$ cat config.mk
export PLATFORM = sky130hd
export DESIGN_NAME = selector_sequencer
export DESIGN_NICKNAME = d
export VERILOG_FILES = /design/src/rtl/selector_sequencer.sv
export SDC_FILE = /design/constraint.sdc
export NUM_CORES = 1
export LEC_CHECK = 0
export BUFFER_PORTS_ARGS = -buffer_cell sky130_fd_sc_hd__buf_2
export CORE_MARGIN = 2
export CORE_UTILIZATION = 48
export DETAILED_ROUTE_END_ITERATION = 7
export PLACE_DENSITY = 0.76
export SETUP_SLACK_MARGIN = 0.4
export SLEW_MARGIN = 20
export SYNTH_ARGS = -nofsm -noshare
export SYNTH_HDL_FRONTEND = slang
export SYNTH_SLANG_ARGS = --single-unit
$ cat constraint.sdc
create_clock -name clk -period 2.12 [get_ports clk]
set_input_delay 0.318 -clock clk [delete_from_list [all_inputs] [get_ports clk]]
set_output_delay 0.318 -clock clk [all_outputs]
set_load 0.005 [all_outputs]
$ cat src/rtl/selector_sequencer.sv
// In-order result sequencer: collects tagged lane results into four holding slots,
// steps the Selector address N from 0 to SIZE-1 and streams each tag's result out in order.
module selector_sequencer #(
   parameter int  SIZE = 16,
   parameter int  K    = 8,
   localparam int A    = $clog2(SIZE),
   localparam int W    = K + A
) (
   input  logic         clk,
   input  logic         rst_n,
   input  logic         start,
   input  logic [3:0]   lane_valid,
   input  logic [W-1:0] lane_in0,
   input  logic [W-1:0] lane_in1,
   input  logic [W-1:0] lane_in2,
   input  logic [W-1:0] lane_in3,
   output logic [3:0]   lane_ready,
   output logic [W-1:0] sel_in0,
   output logic [W-1:0] sel_in1,
   output logic [W-1:0] sel_in2,
   output logic [W-1:0] sel_in3,
   output logic [A-1:0] N,
   input  logic [K-1:0] sel_result,
   output logic         out_valid,
   input  logic         out_ready,
   output logic [K-1:0] out_data,
   output logic [A-1:0] out_tag,
   output logic         busy,
   output logic         done
);

   localparam logic [A-1:0] LAST_TAG   = A'(SIZE - 1);
   // An empty slot presents the all-ones tag with zero data so it never adds to the Selector OR.
   localparam logic [W-1:0] EMPTY_SLOT = {{A{1'b1}}, {K{1'b0}}};

   typedef enum logic [1:0] {IDLE, RUN, OUT} state_t;

   state_t       state_reg, state_next;
   logic [A-1:0] n_reg, n_next;
   logic [K-1:0] out_data_reg, out_data_next;
   logic [A-1:0] out_tag_reg, out_tag_next;
   logic         done_reg, done_next;
   logic         armed_reg;
   logic [3:0]   full_reg;
   logic [W-1:0] slot_reg [4];
   logic [W-1:0] lane_data [4];
   logic [W-1:0] sel_data [4];
   logic [3:0]   match;
   logic         hit;
   logic         consume;

   assign lane_data[0] = lane_in0;
   assign lane_data[1] = lane_in1;
   assign lane_data[2] = lane_in2;
   assign lane_data[3] = lane_in3;

   // Hit detection relies on the full bits, so a zero-data tag SIZE-1 still counts.
   generate
      for (genvar gi = 0; gi < 4; gi++) begin : g_slot
         assign match[gi]    = full_reg[gi] && (slot_reg[gi][W-1:K] == n_reg);
         assign sel_data[gi] = full_reg[gi] ? slot_reg[gi] : EMPTY_SLOT;
      end
   endgenerate

   assign sel_in0    = sel_data[0];
   assign sel_in1    = sel_data[1];
   assign sel_in2    = sel_data[2];
   assign sel_in3    = sel_data[3];
   assign hit        = |match;
   assign consume    = (state_reg == RUN) && hit;
   assign lane_ready = ~full_reg;

   always_ff @(posedge clk or negedge rst_n) begin
      if (!rst_n) begin
         full_reg <= '0;
         for (int i = 0; i < 4; i++) begin
            slot_reg[i] <= '0;
         end
      end else begin
         for (int i = 0; i < 4; i++) begin
            if (lane_valid[i] && !full_reg[i]) begin
               full_reg[i] <= 1'b1;
               slot_reg[i] <= lane_data[i];
            end else if (consume && match[i]) begin
               full_reg[i] <= 1'b0;
            end
         end
      end
   end

   // armed_reg masks start on the first edge after reset release.
   always_ff @(posedge clk or negedge rst_n) begin
      if (!rst_n) begin
         state_reg    <= IDLE;
         n_reg        <= '0;
         out_data_reg <= '0;
         out_tag_reg  <= '0;
         done_reg     <= 1'b0;
         armed_reg    <= 1'b0;
      end else begin
         state_reg    <= state_next;
         n_reg        <= n_next;
         out_data_reg <= out_data_next;
         out_tag_reg  <= out_tag_next;
         done_reg     <= done_next;
         armed_reg    <= 1'b1;
      end
   end

   always_comb begin
      state_next    = state_reg;
      n_next        = n_reg;
      out_data_next = out_data_reg;
      out_tag_next  = out_tag_reg;
      done_next     = 1'b0;
      case (state_reg)
         IDLE: begin
            if (start && armed_reg) begin
               state_next = RUN;
            end
         end
         RUN: begin
            if (hit) begin
               out_data_next = sel_result;
               out_tag_next  = n_reg;
               state_next    = OUT;
            end
         end
         OUT: begin
            if (out_ready) begin
               if (n_reg == LAST_TAG) begin
                  n_next     = '0;
                  done_next  = 1'b1;
                  state_next = IDLE;
               end else begin
                  n_next     = n_reg + A'(1);
                  state_next = RUN;
               end
            end
         end
         default: state_next = IDLE;
      endcase
   end

   assign N         = n_reg;
   assign out_valid = (state_reg == OUT);
   assign out_data  = out_data_reg;
   assign out_tag   = out_tag_reg;
   assign busy      = (state_reg != IDLE);
   assign done      = done_reg;

endmodule

### Yosys cells after proc, flatten, opt, wreduce, memory -nomap -nowiden

Index checks and enable logic that the tools add are counted.

* $add $sub $neg: 1
* multipliers: 0
* divide/modulo/power cells: 0
* order comparisons: 0
* equal/unequal tests: 10
* shifts and indexed selects: 0
* muxes and demuxes: 21
* bitwise gates (word level): 1
* reduce and logical (&&, ||, !) cells: 28

Operator list (number)
* $mux W12: 4
* $eq A4 B4 Y1: 4
* $logic_and A1 B1 Y1: 14
* $mux W1: 12
* $reduce_bool A2 Y1: 5
* $mux W2: 3
* $pmux W2 S3: 1
* $add A4 B1 Y4 const B: 1
* $eq A4 B4 Y1 const B: 1
* $logic_not A1 Y1: 4
* $mux W4: 1
* $ne A2 B2 Y1 const B: 2
* $not A4 Y4: 1
* $reduce_and A2 Y1: 2
* $reduce_or A4 Y1: 1
* $reduce_and A3 Y1: 1
* $eq A2 B1 Y1 const B: 1
* $eq A2 B2 Y1 const B: 1
* $logic_not A2 Y1: 1
* $ne A2 B1 Y1 const B: 1

* bits in registers: 72
* bits in latches: 0
* bits in writable memories: 0
* bits in read-only memories: 0
* bits of input ports: 64
* output and inout port bits: 71
* word-level logic and storage cells: 75
* memories kept: 0

### Depth between registers and ports, before layout

Gate-level depths: netlist (run 1).

* depth in word-level cells: 7
* gate-level depth with buffers: 7
* depth with buffers taken out: 5

### Least setup slack after synthesis (run 1)

No wires, ideal clock.

* path kind: reg2reg
* from: register n_reg[0], in the netlist N[0]
* to: register out_data_reg[3], in the netlist out_data[3]
* library setup time: 0.125 ns
* data arrival time: 1.813 ns
* required time: 1.995 ns
* path slack: 0.182 ns
* stages on the path, launching flop included: 8
* path buffers: 2
* clock period less this slack: 1.938 ns
* cell sequence: dfrtp_1 buf_4 xor2_1 nor4_2 a22oi_2 a21boi_4 buf_12 mux2_4

* longest elaborated chain between the ends: 4
* elaborated cells on any way between the ends: 10
* classes of those cells: 4 x eq/ne; 6 x reduce/logical

RTL lines
* start, declared: line 39 `logic [A-1:0] n_reg, n_next;`
* start signal, assigned: line 102 `n_reg <= n_next;`
* $eq A4 B4 Y1: line 60 `assign match[gi] = full_reg[gi] && (slot_reg[gi][W-1:K] == n_reg);`
* $logic_and A1 B1 Y1: line 60
* $reduce_or A4 Y1 *: line 69 `assign hit = |match;`
* $reduce_and A2 Y1 (no line) *
* end signal, assigned: line 103 `out_data_reg <= out_data_next;`
* end, declared: line 40 `logic [K-1:0] out_data_reg, out_data_next;`

Mark *: on every way between the ends. The rest lies on a longest branch, timed or not.
A chain may end at the register's enable or synchronous reset.

### Worst setup path in the final report (run 1)

* from: register n_reg[3], in the netlist N[3]
* to: register out_tag_reg[0], in the netlist out_tag[0]

* longest elaborated chain between the ends: 4
* elaborated cells on any way between the ends: 10
* classes of those cells: 4 x eq/ne; 6 x reduce/logical

RTL lines
* $eq A4 B4 Y1: line 60
* $logic_and A1 B1 Y1: line 60
* $reduce_or A4 Y1 *: line 69
* $reduce_and A2 Y1 (no line) *
* end signal, assigned: line 104 `out_tag_reg <= out_tag_next;`
* end, declared: line 41 `logic [A-1:0] out_tag_reg, out_tag_next;`

Marks and branches as above.

==> impl_metrics.py, run 1 <==
metrics = {
    "sta": {
        "period_needed_ns": 2.00,
        "hold_viol_final": 0,
        "fin_hold_ws_ns": 0.203,
        "setup_viol": 0,
        "tightestPinTransition_ns": 0.507,
        "rsz0062_at_grt": "yes",
        "finalSetupTns_ns": 0,
        "post-route-period-util": 0.945,
        "max_freq_mhz": 499,
        "slew_viol_final": 0,
        "clock_skew_ns": 0.0102,
        "slew_headroom": 0.662,
    },
    "floorplan": {
        "chipHeight_um": 88.0,
        "die_x_um": 88.0,
        "num_rows": 30,
        "dieArea_sq_um": 7740,
        "start_util": 0.498,
        "ios": 135,
        "core_sq_um": 6790,
    },
    "power": {
        "ir_drop_mv": 0.733,
        "p_leak_nw": 2.34,
        "pwr-share-comb": 0.497,
        "power_mw": 7.44,
        "p_int_mw": 4.93,
        "power_frac_seq": 0.348,
        "clkPwrFrac": 0.155,
        "p_per_area_nw_per_um2": 1620,
        "power.switching_mw": 2.51,
        "sw_frac_of_total": 0.338,
    },
    "global_route": {
        "grt_max_degree": 40,
        "track_usage": 0.205,
        "overflow": 0,
        "grt_pass1_vias": 2538,
        "grt_util_met2": 0.341,
        "grt_use_met3": 0.0481,
        "grt_pass1_wl_mm": 12.2,
        "grt_busiest_layer": "met2",
        "grtUsageMet1": 0.260,
        "antenna_found_initial": 0,
    },
    "drt": {
        "drt_pass1_iterations": 4,
        "ant_nets": 0,
        "wl_per_cell_um": 14.5,
        "via_count": 2478,
        "drtIter0Drc": 69,
        "vias_per_cell": 4.75,
        "wl_mm": 7.58,
        "drc_errors": 0,
    },
    "placed_design": {
        "post-dp-hpwl_mm": 5.38,
        "gp_congestion": 0.773,
        "numPortBuffers": 134,
        "dpl_cell_area_sq_um": 4210,
    },
    "logic_synthesis": {
        "synth_edf_count": 0,
        "syn-cell-area_sq_um": 3380,
        "yosysSeqAreaShare": 0.533,
        "avgSynthCellArea_sq_um": 13.0,
        "synth_flop_cell": "dfrtp_1",
        "syn-num-nets": 326,
        "ys_types": 34,
        "synthCells": 261,
        "ys_warn_count": 0,
        "ys_ff_latch": 72,
        "synthArstFlopShare": 1.00,
    },
    "setup_path": {
        "worst-setup-path-type": "reg2reg",
        "crit_path_max_incr_delay_ns": 0.42,
        "cp.required_ns": 2.34,
        "end_kind": "flop",
        "slowest_stage": "dfrtp_2",
        "arrival_ns": 2.23,
        "cp_max_fo": 9,
        "worst_setup_path_start_kind": "flop",
        "path_cells": "buf_4 -> xor2_2 -> nor4_4 -> a22oi_2 -> a21boi_4 -> buf_12 -> mux2_4",
    },
    "clocking": {
        "cts.sinks": 72,
        "cts_tree": "yes",
        "clock_latency_ns": 0.34,
        "cts_max_level": 3,
        "cts_root_buf": "clkbuf_8",
        "clk_pin_slew_ns": 0.08,
        "cts_buffers": 9,
        "cts_max_path_buffers": 2,
    },
    "finish": {
        "syn2layout_area_growth_pct": 35.7,
        "final_area_sq_um": 4590,
        "final_nets": 487,
        "final_layout_size_suffix_gt1_frac": 0.601,
        "diodes": 0,
        "largest_reg_flops": 48,
    },
    "job": {
        "maxCapViolCount": 0,
    },
    "hold_path": {
        "hold_path.class": "in2reg",
    },
    "outcome": {
        "outcome": "finished, final reports clean",
    },
}
-- cell usage after synthesis, types with 2 or more instances --
library cell  count  area [sq um]
xor2_1           15           131
nand2_1           9          33.8
nor2_1            6          22.5
o21ai_0           3          15.0
clkbuf_1          8          30.0
mux2_2           51           574
xnor2_1           2          17.5
buf_6             3          33.8
a21oi_1           2          10.0
and2_1           33           206
a31oi_1           3          18.8
nor2b_1           5          31.3
mux2_4            9           135
nor4_2            2          25.0
inv_1             5          18.8
dfrtp_1          72          1800
nand2b_1         16           100
-- logic make-up (layout without fill, tap and decap cells) --
family                     count (synthesis)  in the layout  share of synthesized area
muxes                                     60             60                      0.210
and+or+nand+nor                           78             78                      0.142
adders and majority gates                  1              1                    0.00370
DFF                                       72             72                      0.533
buffers and inverters                     18            183                     0.0325
xor gates and xnor gates                  17             17                     0.0440
AOI/OAI and AO/OA                         14             14                     0.0348
other                                      1              1                    0.00111
-- critical path, delay by kind of cell (launching register included) --
kind | cells | cell delay [ns]
compound gates | 2 | 0.34
xor+xnor | 1 | 0.18
buf+inv | 2 | 0.31
flops | 1 | 0.42
mux | 1 | 0.30
simple gates | 1 | 0.32
-- worst paths after layout --
check / from / slack [ns] / cells past startpoint / end
min reg2reg: slot_reg[0]$_DFFE_PN0P_ / 0.50 / 1 / slot_reg[0]$_DFFE_PN0P_
min: lane_in1[7] / 0.20 / 2 / slot_reg[31]$_DFFE_PN0P_
min in group asynchronous: rst_n / 0.50 / 2 / slot_reg[26]$_DFFE_PN0P_
max: N[3]$_DFFE_PN0P_ / 0.12 / 7 / out_tag[0]$_DFFE_PN0N_
max reg2reg: N[3]$_DFFE_PN0P_ / 0.12 / 7 / out_tag[0]$_DFFE_PN0N_
max in group asynchronous: rst_n / 1.05 / 3 / full_reg[3]$_DFFE_PN0P_
-- area by class of cell --
cell class	instances	area [sq um]
sequential	72	1810
clock inverter	6	85.1
tap	96	120
multi-input combinational	171	1500
fill	531	2200
timing repair buffer	163	930
clock buffer	9	124
inverter	5	18.8
-- power groups by stage --
stage                     clock (mW)  sequential, mW  combinational (mW)
final                           1.15            2.59                3.69
after global routing            1.25            2.69                4.04
after CTS                       1.18            2.58                3.64
after detailed placement           0            2.60                3.37
after global placement             0            2.57                3.29
after floorplan                    0            2.38                2.28
-- routing by layer --
layer | routed length [um] | part of all wire | up-vias
li1 | - | - | 1192
met1 | 3140 | 0.41 | 1207
met2 | 3910 | 0.52 | 69
met3 | 414 | 0.055 | 10
met4 | 115 | 0.015 | 0
met5 | 0 | 0 | -
-- placed cells by master, fill, tap and decap left out, types with 2 or more instances in the layout --
master	netlist	routed
dfrtp_2	0	7
nand2b_1	16	16
a21oi_1	2	2
buf_4	1	24
dfrtp_1	72	65
mux2_2	51	48
nor4_2	2	2
nor2_1	6	6
o21ai_0	3	3
nor2b_1	5	5
bufinv_16	0	2
clkinvlp_4	0	2
a31oi_1	3	3
clkbuf_8	0	9
buf_2	0	133
mux2_4	9	12
xnor2_1	2	2
and2_1	33	33
buf_6	3	3
xor2_1	15	14
clkinv_2	0	2
nand2_1	9	9
inv_1	5	5
buf_12	1	2
-- metrics by stage --
step                      instances  setup slack, ns  utilization
after global routing            522           0.0504        0.676
after floorplan                 261            0.186            -
after detailed placement        491          0.00933        0.619
after CTS                       518            0.135        0.669
after global placement          491           0.0991        0.619
final                           522            0.117        0.676
-- timing repair --
action | CTS | global route
hold buffers | 1 | 0
pin swaps | 9 | 5
setup buffers | 11 | 4
setup endpoints to repair | 14 | 28
hold endpoints to repair | 38 | 0
gates resized for setup | 10 | 6
(Power assumes the default switching activity.)
==> run 2: changes to the inputs <==
CORE_MARGIN = default   (was 2)
==> run 2 against run 1 <==
Sequential cell count unchanged. Global-route usage up 0.86 points. First-iteration DRC count rose by 74%. Register-to-register slack lost 0.03 ns. Fmax fell by 1.6%. Count of clock-buffer cells in the layout grew 4. Utilization is 2.3 points lower. Combinational power down 5%. Die area fell by 4.5%. Critical path type unchanged. Critical endpoint is now out_data[1]$_DFFE_PN0N_.
==> impl_metrics.py, run 2 (same netlist as run 1, synthesis figures left out) <==
metrics = {
    "outcome": {
        "outcome": "finished, final reports clean",
    },
    "finish": {
        "syn2layout_area_growth_pct": 31.1,
        "post-route-util": 0.653,
        "fillerInstances": 563,
        "diodes": 0,
        "seq_area_sq_um": 1810,
        "final_nets": 476,
        "largest_reg_flops": 48,
        "fin_cells": 509,
        "multiInputGateArea_sq_um": 1480,
        "final_cell_mix": "buf_2 (133), dfrtp_1 (66), mux2_2 (51), and2_1 (33), buf_4 (17)",
        "final_layout_size_suffix_gt1_frac": 0.586,
        "final_common_cell": "buf_2",
    },
    "placed_design": {
        "dp_slack_ns": 0.0282,
        "post-dp-hpwl_mm": 5.23,
        "gp_congestion": 0.826,
        "dp_cells": 492,
        "numPortBuffers": 134,
    },
    "global_route": {
        "grt_max_degree": 73,
        "overflow": 0,
        "antenna_found_initial": 0,
        "track_usage": 0.214,
        "grt_pass1_wl_mm": 12.0,
        "grt_pass1_vias": 2404,
    },
    "sta": {
        "slew_headroom": 0.399,
        "max_freq_mhz": 491,
        "setup_viol": 0,
        "period_needed_ns": 2.04,
        "tightestPinTransition_ns": 0.901,
        "fin_ws_ns": 0.0848,
        "finalSetupTns_ns": 0,
        "post-route-period-util": 0.960,
        "clock_skew_ns": 0.00486,
        "slew_viol_final": 0,
        "rsz0062_at_grt": "yes",
        "hold_viol_final": 0,
    },
    "floorplan": {
        "ios": 135,
        "start_util": 0.498,
        "dieArea_sq_um": 7390,
        "num_rows": 30,
        "die_x_um": 86.0,
        "core_sq_um": 6790,
        "chipHeight_um": 86.0,
    },
    "drt": {
        "drt_pass1_iterations": 4,
        "vias_per_cell": 4.87,
        "wl_per_cell_um": 14.9,
        "ant_nets": 0,
        "drtIter0Drc": 120,
        "wl_mm": 7.57,
        "drc_errors": 0,
        "via_count": 2479,
    },
    "setup_path": {
        "worst_setup_path_start_kind": "flop",
        "worst-setup-path-type": "reg2reg",
        "arrival_ns": 2.25,
        "path_cells": "xor2_1 -> nor4_2 -> a22oi_2 -> a21boi_4 -> buf_12 -> mux2_2",
        "reg2regPathDepth": 6,
        "cp.required_ns": 2.34,
        "crit-reg2reg-launch": "N[2]$_DFFE_PN0P_",
        "cp_max_fo": 13,
        "end_kind": "flop",
        "r2r_end": "out_data[1]$_DFFE_PN0N_",
        "crit_cells": 6,
        "r2r_setup_slack_ns": 0.08,
        "path_delay_family": "flip-flops",
        "crit_path_max_incr_delay_ns": 0.48,
        "slowest_stage": "dfrtp_2",
        "critPathBufInv": 1,
    },
    "power": {
        "power_mw": 7.09,
        "p_per_area_nw_per_um2": 1600,
        "p_leak_nw": 2.26,
        "ir_drop_mv": 0.686,
    },
    "hold_path": {
        "hold_path.class": "in2async",
    },
    "clocking": {
        "cts_max_path_buffers": 2,
        "clk_pin_slew_ns": 0.07,
        "postCtsHoldBufs": 0,
        "cts_max_level": 3,
        "clock_latency_ns": 0.33,
        "cts_tree": "yes",
        "cts.sinks": 72,
        "cts_root_buf": "clkbuf_8",
        "cts_buffers": 9,
    },
    "job": {
        "maxCapViolCount": 0,
    },
}
run 2: cell count changes in the layout (fill, tap and decap cells not counted), moves of 3 or more:
cell,before,now
buf_4,24,17
clkbuf_8,9,13
mux2_2,48,51
mux2_4,12,9
run 2: layout make-up:
class | count | share of cell area
inverters | 5 | 0.00423
flip-flops and latches | 72 | 0.408
multi-input cells | 171 | 0.334
clock buffers | 13 | 0.0404
well taps | 96 | 0.0271
repair buffers | 152 | 0.186
run 2: timing repair:
item,4_1_cts,5_1_grt
buffers inserted,2,2
gates resized for setup,3,6
endpoints found under the setup margin,14,33
pin swaps,2,1
run 2: worst max-delay path by stage:
| stage | startpoint | endpoint |
|---|---|---|
| 5_1_grt | N[2]$_DFFE_PN0P_ | out_data[0]$_DFFE_PN0N_ |
| 3_5_place_dp | N[2]$_DFFE_PN0P_ | out_data[1]$_DFFE_PN0N_ |
| 4_1_cts | N[2]$_DFFE_PN0P_ | out_data[1]$_DFFE_PN0N_ |
| 6_report | N[2]$_DFFE_PN0P_ | out_data[1]$_DFFE_PN0N_ |
| 3_3_place_gp | N[2]$_DFFE_PN0P_ | out_data[2]$_DFFE_PN0N_ |
| 2_1_floorplan | N[3]$_DFFE_PN0P_ | out_data[3]$_DFFE_PN0N_ |
run 2: layer usage:
layer | vias to the layer above | wire, um | GRT usage
li1 | 1168 | - | -
met1 | 1220 | 3400 | 0.295
met2 | 79 | 3670 | 0.326
met3 | 12 | 367 | 0.0472
met4 | 0 | 132 | 0.0924
met5 | - | 0 | 0
run 2: metrics by stage:
stage | hold slack [ns] | instance area [sq um]
after detailed placement | 0.487 | 4200
after global routing | 0.186 | 4430
after CTS | 0.144 | 4400
after floorplan | 0.0224 | 3390
final | 0.124 | 4430
after global placement | 0.480 | 4200
run 2: where the power goes:
group	internal [mW]	switching (mW)	total, mW
logic	2.09	1.43	3.52
registers	2.03	0.547	2.58
clock network	0.534	0.455	0.989
total	4.66	2.43	7.09
==> run 3: changes to the inputs <==
SETUP_SLACK_MARGIN = 0.3   (was 0.4)
==> run 3 against run 2 <==
Die area did not move. Setup slack better by 0.0097 ns. Count of clock-buffer cells in the layout is the same. Largest cell class unchanged. Critical endpoint unchanged. Sequential cell count unchanged. Largest power group unchanged.
==> impl_metrics.py, run 3 (same netlist as run 1, synthesis figures left out) <==
metrics = {
    "finish": {
        "diodes": 0,
        "final_common_cell": "buf_2",
        "largest_reg_flops": 48,
        "fin_cells": 508,
        "final_layout_size_suffix_gt1_frac": 0.575,
        "fillerInstances": 572,
        "syn2layout_area_growth_pct": 30.7,
        "final_cell_mix": "buf_2 (133), dfrtp_1 (70), mux2_2 (51), and2_1 (33)",
        "final_nets": 475,
    },
    "setup_path": {
        "cp_max_fo": 13,
        "slowest_stage": "dfrtp_2",
        "path_cells": "xor2_1 -> nor4_2 -> a22oi_2 -> a21boi_4 -> buf_12 -> mux2_2",
        "worst_setup_path_start_kind": "flop",
        "r2r_setup_slack_ns": 0.09,
        "end_kind": "flop",
        "crit_cells": 6,
        "crit_path_max_incr_delay_ns": 0.48,
        "cp-startpoint": "N[2]$_DFFE_PN0P_",
        "r2r_end": "out_data[1]$_DFFE_PN0N_",
        "arrival_ns": 2.24,
        "worst-setup-path-type": "reg2reg",
        "cp.required_ns": 2.33,
        "reg2regPathDepth": 6,
        "critPathBufInv": 1,
        "path_delay_family": "flip-flops",
        "crit_end": "out_data[1]$_DFFE_PN0N_",
        "crit-reg2reg-launch": "N[2]$_DFFE_PN0P_",
    },
    "sta": {
        "post-route-period-util": 0.955,
        "max_freq_mhz": 494,
        "slew_viol_final": 0,
        "setup_viol": 0,
        "finalSetupTns_ns": 0,
        "tightestPinTransition_ns": 0.907,
        "rsz0062_at_grt": "yes",
        "clock_skew_ns": 0.00487,
        "period_needed_ns": 2.03,
        "slew_headroom": 0.395,
        "fin_hold_ws_ns": 0.104,
        "hold_viol_final": 0,
    },
    "floorplan": {
        "start_util": 0.498,
        "dieArea_sq_um": 7390,
        "core_sq_um": 6790,
        "die_x_um": 86.0,
        "ios": 135,
        "chipHeight_um": 86.0,
        "num_rows": 30,
    },
    "drt": {
        "via_count": 2468,
        "drc_errors": 0,
        "ant_nets": 0,
        "drtIter0Drc": 120,
        "wl_per_cell_um": 14.8,
        "drt_pass1_iterations": 4,
        "wl_mm": 7.50,
        "vias_per_cell": 4.86,
    },
    "placed_design": {
        "numPortBuffers": 134,
        "gp_congestion": 0.826,
        "post-dp-hpwl_mm": 5.23,
        "dp_cells": 492,
    },
    "clocking": {
        "cts_max_path_buffers": 2,
        "cts_root_buf": "clkbuf_8",
        "postCtsHoldBufs": 0,
        "cts_tree": "yes",
        "cts_buffers": 9,
        "cts_max_level": 3,
        "clk_pin_slew_ns": 0.07,
        "cts.sinks": 72,
        "clock_latency_ns": 0.33,
    },
    "global_route": {
        "grt_pass1_vias": 2404,
        "antenna_found_initial": 0,
        "overflow": 0,
        "grt_max_degree": 73,
        "grt_pass1_wl_mm": 12.0,
        "track_usage": 0.214,
    },
    "power": {
        "ir_drop_mv": 0.683,
        "p_leak_nw": 2.26,
        "p_per_area_nw_per_um2": 1590,
    },
    "hold_path": {
        "hold_path.class": "in2async",
    },
    "job": {
        "maxCapViolCount": 0,
    },
    "outcome": {
        "outcome": "finished, final reports clean",
    },
}
-- run 3: cell types whose count changed in the layout (fill, tap and decap cells not counted), sizes merged --
cell | before | now
buf | 152 | 151
-- run 3: layer usage --
metal / share of wire / track usage
met1: 0.45 / 0.295
met2: 0.49 / 0.326
met3: 0.047 / 0.0472
met4: 0.017 / 0.0924
met5: 0 / 0
-- run 3: cell type report --
cell class	instances	area, sq um	share of cell area
clock buffers	13	179	0.0405
flip-flops and latches	72	1800	0.408
multi-input cells	171	1480	0.335
repair buffers	151	817	0.185
inverters	5	18.8	0.00424
well taps	96	120	0.0272
-- run 3: worst min-delay path by stage --
stage | startpoint | end | slack (ns) | cells past startpoint
floorplan | rst_n | N[0]$_DFFE_PN0P_ | 0.02 | 0
global placement | slot_reg[1]$_DFFE_PN0P_ | slot_reg[1]$_DFFE_PN0P_ | 0.48 | 1
detailed placement | slot_reg[0]$_DFFE_PN0P_ | slot_reg[0]$_DFFE_PN0P_ | 0.49 | 1
CTS | rst_n | slot_reg[39]$_DFFE_PN0P_ | 0.14 | 1
global route | rst_n | slot_reg[27]$_DFFE_PN0P_ | 0.19 | 1
finish | rst_n | slot_reg[27]$_DFFE_PN0P_ | 0.10 | 1
-- run 3: worst reg2reg max path: cells and delay by family (launching register included) --
family / cells / cell delay [ns]
flops: 1 / 0.48
simple gates: 1 / 0.39
compound gates: 2 / 0.36
mux: 1 / 0.34
xor+xnor: 1 / 0.18
buf+inv: 1 / 0.17
-- run 3: repair_timing --
action | in CTS | in global routing
endpoints found under the hold margin | 0 | 0
resized for setup | 2 | 3
pin swaps | 2 | 3
buffers inserted | 2 | 1
endpoints found under the setup margin | 12 | 13
-- run 3: power by group --
part,leakage [nW],switching (mW),internal (mW)
clock,0.0935,0.450,0.534
combinational,1.30,1.41,2.08
sequential,0.868,0.548,2.02
-- run 3: per-stage QoR --
| stage | util | setup WS, ns | area [sq um] | power (mW) |
|---|---|---|---|---|
| after CTS | 0.648 | 0.0928 | 4400 | 7.05 |
| after global routing | 0.651 | 0.0245 | 4420 | 7.58 |
| after floorplan | - | 0.186 | 3390 | 4.67 |
| final | 0.651 | 0.0945 | 4420 | 7.05 |
| after detailed placement | 0.619 | 0.0282 | 4200 | 5.96 |
| after global placement | 0.619 | 0.0749 | 4200 | 5.85 |
